$ cat src/rtl/pc_sequencer_if.sv
// Single shared memory port of the Von Neumann machine: the sequencer drives the
// request (master) and the memory answers with a one-cycle ready (slave).
interface pc_sequencer_if #(
   parameter int ADDR_W = 8
);
   logic [ADDR_W-1:0] mem_addr;
   logic              mem_rd;
   logic              mem_wr;
   logic              mem_ready;

   modport master (output mem_addr, output mem_rd, output mem_wr, input mem_ready);
   modport slave  (input mem_addr, input mem_rd, input mem_wr, output mem_ready);
endinterface

$ cat src/rtl/pc_sequencer.sv
// Fetch/decode/mem/exec sequencer: issues fetch and data accesses on the shared
// memory port, and produces the pc register's next value once per instruction.
module pc_sequencer #(
   parameter int ADDR_W     = 8,
   parameter int WAIT_LIMIT = 16
) (
   input  logic              clock_i,
   input  logic              reset_i,
   input  logic [ADDR_W-1:0] current_address_i,
   output logic [ADDR_W-1:0] next_address_o,
   pc_sequencer_if.master    mem,
   output logic              instr_load_o,
   input  logic              is_halt_i,
   input  logic              is_mem_op_i,
   input  logic              mem_is_write_i,
   input  logic [ADDR_W-1:0] data_addr_i,
   input  logic              branch_taken_i,
   input  logic [ADDR_W-1:0] branch_target_i,
   output logic              halted_o,
   output logic              fault_o
);
   localparam int CNT_W = (WAIT_LIMIT > 1) ? $clog2(WAIT_LIMIT) : 1;

   typedef enum logic [2:0] {S_FETCH, S_DECODE, S_MEM, S_EXEC, S_HALT} state_t;

   state_t             state_q, state_d;
   logic [CNT_W-1:0]   wait_q, wait_d;
   logic               fault_q, fault_d;
   logic               at_limit;

   // Counter holds the number of cycles already waited; the limit is hit on the
   // WAIT_LIMIT-th request cycle that sees no ready.
   assign at_limit = (wait_q == CNT_W'(WAIT_LIMIT - 1));

   always_comb begin
      state_d = state_q;
      wait_d  = wait_q;
      fault_d = fault_q;
      case (state_q)
         S_FETCH, S_MEM: begin
            if (mem.mem_ready) begin
               state_d = (state_q == S_FETCH) ? S_DECODE : S_EXEC;
            end else if (at_limit) begin
               state_d = S_HALT;
               fault_d = 1'b1;
            end else begin
               wait_d = wait_q + CNT_W'(1);
            end
         end
         S_DECODE: begin
            wait_d = '0;
            if (is_halt_i)        state_d = S_HALT;
            else if (is_mem_op_i) state_d = S_MEM;
            else                  state_d = S_EXEC;
         end
         S_EXEC: begin
            wait_d  = '0;
            state_d = S_FETCH;
         end
         default: state_d = S_HALT;
      endcase
   end

   always_ff @(posedge clock_i) begin
      if (reset_i) begin
         state_q <= S_FETCH;
         wait_q  <= '0;
         fault_q <= 1'b0;
      end else begin
         state_q <= state_d;
         wait_q  <= wait_d;
         fault_q <= fault_d;
      end
   end

   // Outputs are forced to zero while reset is sampled so any request is abandoned at once.
   always_comb begin
      next_address_o = current_address_i;
      mem.mem_addr   = '0;
      mem.mem_rd     = 1'b0;
      mem.mem_wr     = 1'b0;
      instr_load_o   = 1'b0;
      if (reset_i) begin
         next_address_o = '0;
      end else begin
         case (state_q)
            S_FETCH: begin
               mem.mem_addr = current_address_i;
               mem.mem_rd   = 1'b1;
               instr_load_o = mem.mem_ready;
            end
            S_MEM: begin
               mem.mem_addr = data_addr_i;
               mem.mem_wr   = mem_is_write_i;
               mem.mem_rd   = ~mem_is_write_i;
            end
            S_EXEC: begin
               next_address_o = branch_taken_i ? branch_target_i
                                               : current_address_i + ADDR_W'(1);
            end
            default: ;
         endcase
      end
   end

   assign halted_o = (state_q == S_HALT) && !reset_i;
   assign fault_o  = fault_q && !reset_i;
endmodule

$ cat src/flat_wrapper.sv
// flat-port wrapper written by rule: the top's interface ports become plain ports
module pc_sequencer_flat 
#(
   parameter int ADDR_W     = 8,
   parameter int WAIT_LIMIT = 16
)
  (clock_i, reset_i, current_address_i, next_address_o, instr_load_o, is_halt_i, is_mem_op_i, mem_is_write_i, data_addr_i, branch_taken_i, branch_target_i, halted_o, fault_o, mem_mem_addr, mem_mem_rd, mem_mem_wr, mem_mem_ready);
  pc_sequencer_if #(.ADDR_W(ADDR_W)) mem_i ();
  input  logic clock_i;
  input  logic reset_i;
  input  logic [ADDR_W-1:0] current_address_i;
  output logic [ADDR_W-1:0] next_address_o;
  output logic instr_load_o;
  input  logic is_halt_i;
  input  logic is_mem_op_i;
  input  logic mem_is_write_i;
  input  logic [ADDR_W-1:0] data_addr_i;
  input  logic branch_taken_i;
  input  logic [ADDR_W-1:0] branch_target_i;
  output logic halted_o;
  output logic fault_o;
  output wire logic [$bits(mem_i.mem_addr)-1:0] mem_mem_addr;
  output wire logic [$bits(mem_i.mem_rd)-1:0] mem_mem_rd;
  output wire logic [$bits(mem_i.mem_wr)-1:0] mem_mem_wr;
  input wire logic [$bits(mem_i.mem_ready)-1:0] mem_mem_ready;
  assign mem_mem_addr = mem_i.mem_addr;
  assign mem_mem_rd = mem_i.mem_rd;
  assign mem_mem_wr = mem_i.mem_wr;
  assign mem_i.mem_ready = mem_mem_ready;
  pc_sequencer #(.ADDR_W(ADDR_W), .WAIT_LIMIT(WAIT_LIMIT)) u_core (.clock_i(clock_i), .reset_i(reset_i), .current_address_i(current_address_i), .next_address_o(next_address_o), .mem(mem_i), .instr_load_o(instr_load_o), .is_halt_i(is_halt_i), .is_mem_op_i(is_mem_op_i), .mem_is_write_i(mem_is_write_i), .data_addr_i(data_addr_i), .branch_taken_i(branch_taken_i), .branch_target_i(branch_target_i), .halted_o(halted_o), .fault_o(fault_o));
endmodule
$ cat config.mk
export PLATFORM = sky130hd
export DESIGN_NAME = pc_sequencer_flat
export DESIGN_NICKNAME = d
export VERILOG_FILES = /design/src/rtl/pc_sequencer_if.sv /design/src/rtl/pc_sequencer.sv /design/src/flat_wrapper.sv
export SDC_FILE = /design/constraint.sdc
export NUM_CORES = 1
export LEC_CHECK = 0
export CAP_MARGIN = 30
export CELL_PAD_IN_SITES_DETAIL_PLACEMENT = 1
export CELL_PAD_IN_SITES_GLOBAL_PLACEMENT = 1
export CORE_AREA = 3 3 50 97
export CTS_CLUSTER_DIAMETER = 120
export DETAILED_ROUTE_END_ITERATION = 8
export DIE_AREA = 0 0 53 100
export PLACE_DENSITY = 0.83
export SYNTH_ARGS = -nofsm -noshare
export SYNTH_HDL_FRONTEND = slang
export SYNTH_SLANG_ARGS = --single-unit
$ cat constraint.sdc
create_clock -name clock_i -period 1.5 [get_ports clock_i]
set_clock_uncertainty 0.1 [all_clocks]
set_input_delay 0.15 -clock clock_i [delete_from_list [all_inputs] [get_ports clock_i]]
set_output_delay 0.15 -clock clock_i [all_outputs]
set_load 0.03 [all_outputs]
==> flow_metrics.py <==
metrics = {
    "finish": {
        "flow.area_growth_from_synthesis_pct": 116,
        "insertedDiodeCount": 0,
        "finish.net_count": 240,
        "drive_above_1_share_pct": 50.7,
        "postLayoutCoreUtil_pct": 48.8,
    },
    "yosys": {
        "syn_area_sq_um": 941,
        "synth_flop_cell": "dfxtp_1",
        "post_synthesis_sequential_area_ratio_pct": 17.0,
        "post_synth_fa_ha_maj_area_fraction_pct": 2.66,
        "synthTopCellsByArea": "dfxtp_1, mux2i_1, nor2_1",
        "post_synth_xor_area_fraction_pct": 0.931,
        "synth-edff-count": 0,
        "synthMuxAreaShare_pct": 12.8,
        "synth.ff_latch_count": 8,
        "synthArstFlopShare_pct": 0,
        "synthDominantAreaCellType": "dfxtp_1",
        "post-synth-top-count-cell": "nor2_1",
        "synth_top_area_share_pct": 17.0,
        "post_synthesis_simple_gate_area_fraction_pct": 35.2,
        "synth.net_count": 161,
        "synth_area_per_inst_sq_um": 7.35,
        "yosysUniqueCellTypes": 42,
        "synth-compound-area-share_pct": 22.5,
        "ys_warn_count": 0,
        "synth_top_family_by_area": "simple AND/OR/NAND/NOR gates",
        "synth.top_cells.by_count": "nor2_1, mux2i_1, dfxtp_1",
        "post_synth_inst_count": 128,
    },
    "power_and_ir_drop": {
        "areal_power_density_over_the_cells_nw_per_um2": 528,
        "cellLeakagePower_nw": 0.818,
        "max-vdd-ir-drop_v": 0.000294,
        "power.total_w": 0.00108,
    },
    "clock_tree": {
        "ctsHoldBuffers": 0,
        "bufs_on_longest_clock_path": 2,
        "cts.sink_count": 8,
        "tritoncts_clock_tree": "done",
        "worst_setup_hold_path_clk_slew_ps": 40,
        "worst_skew_pair.late_latency_ps": 230,
        "clock_tree.htree_level_count": 1,
        "cts_inserted_buffers": 3,
        "cts_root_buf": "clkbuf_8",
    },
    "min_path": {
        "timing.hold.worst.start": "u_core.fault_q",
        "worstHoldPathType": "flip-flop to flip-flop",
    },
    "setup_path": {
        "worst_setup_path_start_kind": "flip-flop",
        "critPathMaxStageDelay_ps": 530,
        "cp_max_fo": 4,
        "worst_ep_required_time_ps": 1250,
        "timing.critical_path.to_type": "primary output",
        "timing_startpoint_of_the_critical_path": "u_core.state_q[2]",
        "cpLargestDelayFamily": "simple AND/OR/NAND/NOR gates",
        "worst_path_max_delay_cell": "or4b_4",
        "cp_cell_sequence": "nand3b_4, or4b_4, a31oi_4, buf_6",
        "regToRegStartpoint": "u_core.wait_q[1]",
        "critical_path_buf_inv_count": 1,
        "critical_path_arrival_ps": 1560,
        "setup.worst_path.class": "flip-flop to primary output",
    },
    "timing": {
        "achievable-frequency_mhz": 553,
        "final_period_minus_worst_setup_slack_ps": 1810,
        "grt_setup_unrepaired": "yes",
        "min_period_over_period_pct": 120,
        "relSlewSlack_pct": 79.4,
        "finalSetupTns_ps": -3340,
        "timing_worst_slew_pin_value_ps": 304,
        "timing_hold_violations_final": 0,
        "maxSlewViolCount": 0,
        "worst_hold_slack_ps": 357,
        "setup_failing_eps_final": 20,
        "post-route-worst-setup-slack_ps": -307,
    },
    "route": {
        "antenna_violating_nets_post_route": 0,
        "vias": 1305,
        "drc_errors_left": 0,
        "avgViaCountPerCell": 5.08,
        "routedWlPerCell_um": 16.9,
        "drt_wl_total_mm": 4.35,
        "drt_iter0_markers": 13,
        "drt_pass1_iterations": 2,
    },
    "run_status": {
        "failed_checks": "negative setup slack",
        "run_status": "complete, but fails checks",
    },
    "floorplan": {
        "placeableCoreArea_sq_um": 4170,
        "die_wd_um": 53,
        "fp.dieH_um": 100,
        "floorplan.io_pins": 52,
        "fp.dieArea_sq_um": 5300,
        "core.rowCount": 33,
        "effective_utilization_at_floorplan_pct": 22.6,
    },
    "placed_design": {
        "preCtsSetupSlack_ps": -596,
        "detailedPlacementHpwl_mm": 3.33,
        "gpl.final_weighted_congestion": 0.856,
        "placement.io_buffers": 51,
    },
    "global_route": {
        "global_route_wire_length_before_repair_mm": 6.65,
        "grt_start_max_net_pins": 13,
        "grt.overflow.total": 0,
        "grt_usage_pct": 16.5,
        "grt_pass1_vias": 1370,
        "number_of_antenna_violations_at_the_first_check_in_global_routing": 0,
    },
    "job": {
        "drv_cap": 0,
    },
}
[flip-flops by register name, summed over array words and instances (netlist names)]
register        flops
u_core.fault_q      1
u_core.state_q      3
u_core.wait_q       4
[through the flow]
| stage | cells | instance area [sq um] |
|---|---|---|
| 4_1_cts | 255 | 1920 |
| 6_report | 257 | 2040 |
| 2_1_floorplan | 128 | 1090 |
| 3_5_place_dp | 250 | 1780 |
| 5_1_grt | 257 | 2040 |
| 3_3_place_gp | 250 | 1780 |
[where the power goes]
group,leakage [nW],switching (W),internal [W]
clock,0.0216,0.0000911,0.000174
combinational,0.729,0.000283,0.000290
sequential,0.0674,0.0000129,0.000224
total,0.818,0.000387,0.000689
[cell usage in the layout (no fill, tap or decap), types with 2 or more instances in the layout]
master / Yosys / routed
nor2_2: 0 / 2
buf_12: 0 / 2
ha_4: 0 / 2
mux2i_2: 0 / 3
clkdlybuf4s15_1: 0 / 4
nand2b_4: 0 / 2
dfxtp_2: 0 / 2
a21oi_1: 7 / 5
buf_4: 1 / 34
nor3b_1: 3 / 2
clkdlybuf4s50_1: 0 / 21
buf_6: 1 / 20
a211oi_2: 0 / 2
nand3_1: 3 / 2
dfxtp_4: 0 / 2
nand2_1: 5 / 5
a31oi_1: 4 / 3
o31a_1: 2 / 2
nand2b_1: 7 / 5
o211ai_1: 2 / 2
nand4_1: 2 / 2
nor2_4: 0 / 9
inv_1: 5 / 5
nor3_1: 3 / 2
clkbuf_8: 0 / 3
dfxtp_1: 8 / 4
clkdlybuf4s15_2: 0 / 2
and2_1: 2 / 2
nor2_1: 19 / 8
mux2i_1: 12 / 9
dlygate4sd2_1: 0 / 3
o21ai_2: 0 / 2
[repair_timing]
action                                  in CTS  in global routing
pin swaps                                    7                 14
resized for setup                           42                 27
endpoints found under the setup margin      20                 22
setup buffers                                2                  4
[worst register-to-register path, stage by stage, from the launching register on]
cell and delay (ps):
dfxtp_2 340, ha_4 170, a311oi_2 250, buf_4 180
nand4_1 130, mux2i_1 150
[cell type report]
cell class / count / area, sq um
multi-input cells: 103 / 921
well taps: 52 / 65.1
clock buffers: 3 / 41.3
inverters: 5 / 18.8
flip-flops and latches: 8 / 170
repair buffers: 86 / 820
fillers: 481 / 2130
[final timing paths]
path                            cells after the start  slack [ps]                end
worst max-delay path                                4        -310  next_address_o[7]
worst min-delay path                                2         360     u_core.fault_q
worst max register to register                      5          70   u_core.wait_q[3]
worst min register to register                      2         360     u_core.fault_q
[cells by family after synthesis]
family	count (synthesis)
and+or+nand+nor	58
AOI/OAI and AO/OA	30
buffers and inverters	17
muxes	12
DFF	8
adders and majority gates	2
xor gates and xnor gates	1
[per-layer routing]
| metal | share of wire (%) | global-route usage (%) | up-vias |
|---|---|---|---|
| li1 | - | - | 620 |
| met1 | 34 | 15.8 | 633 |
| met2 | 58 | 33.1 | 42 |
| met3 | 5.7 | 2.08 | 10 |
| met4 | 1.8 | 5.71 | 0 |
| met5 | 0 | 0 | - |
No activity file was read; power rests on OpenSTA's default activity.
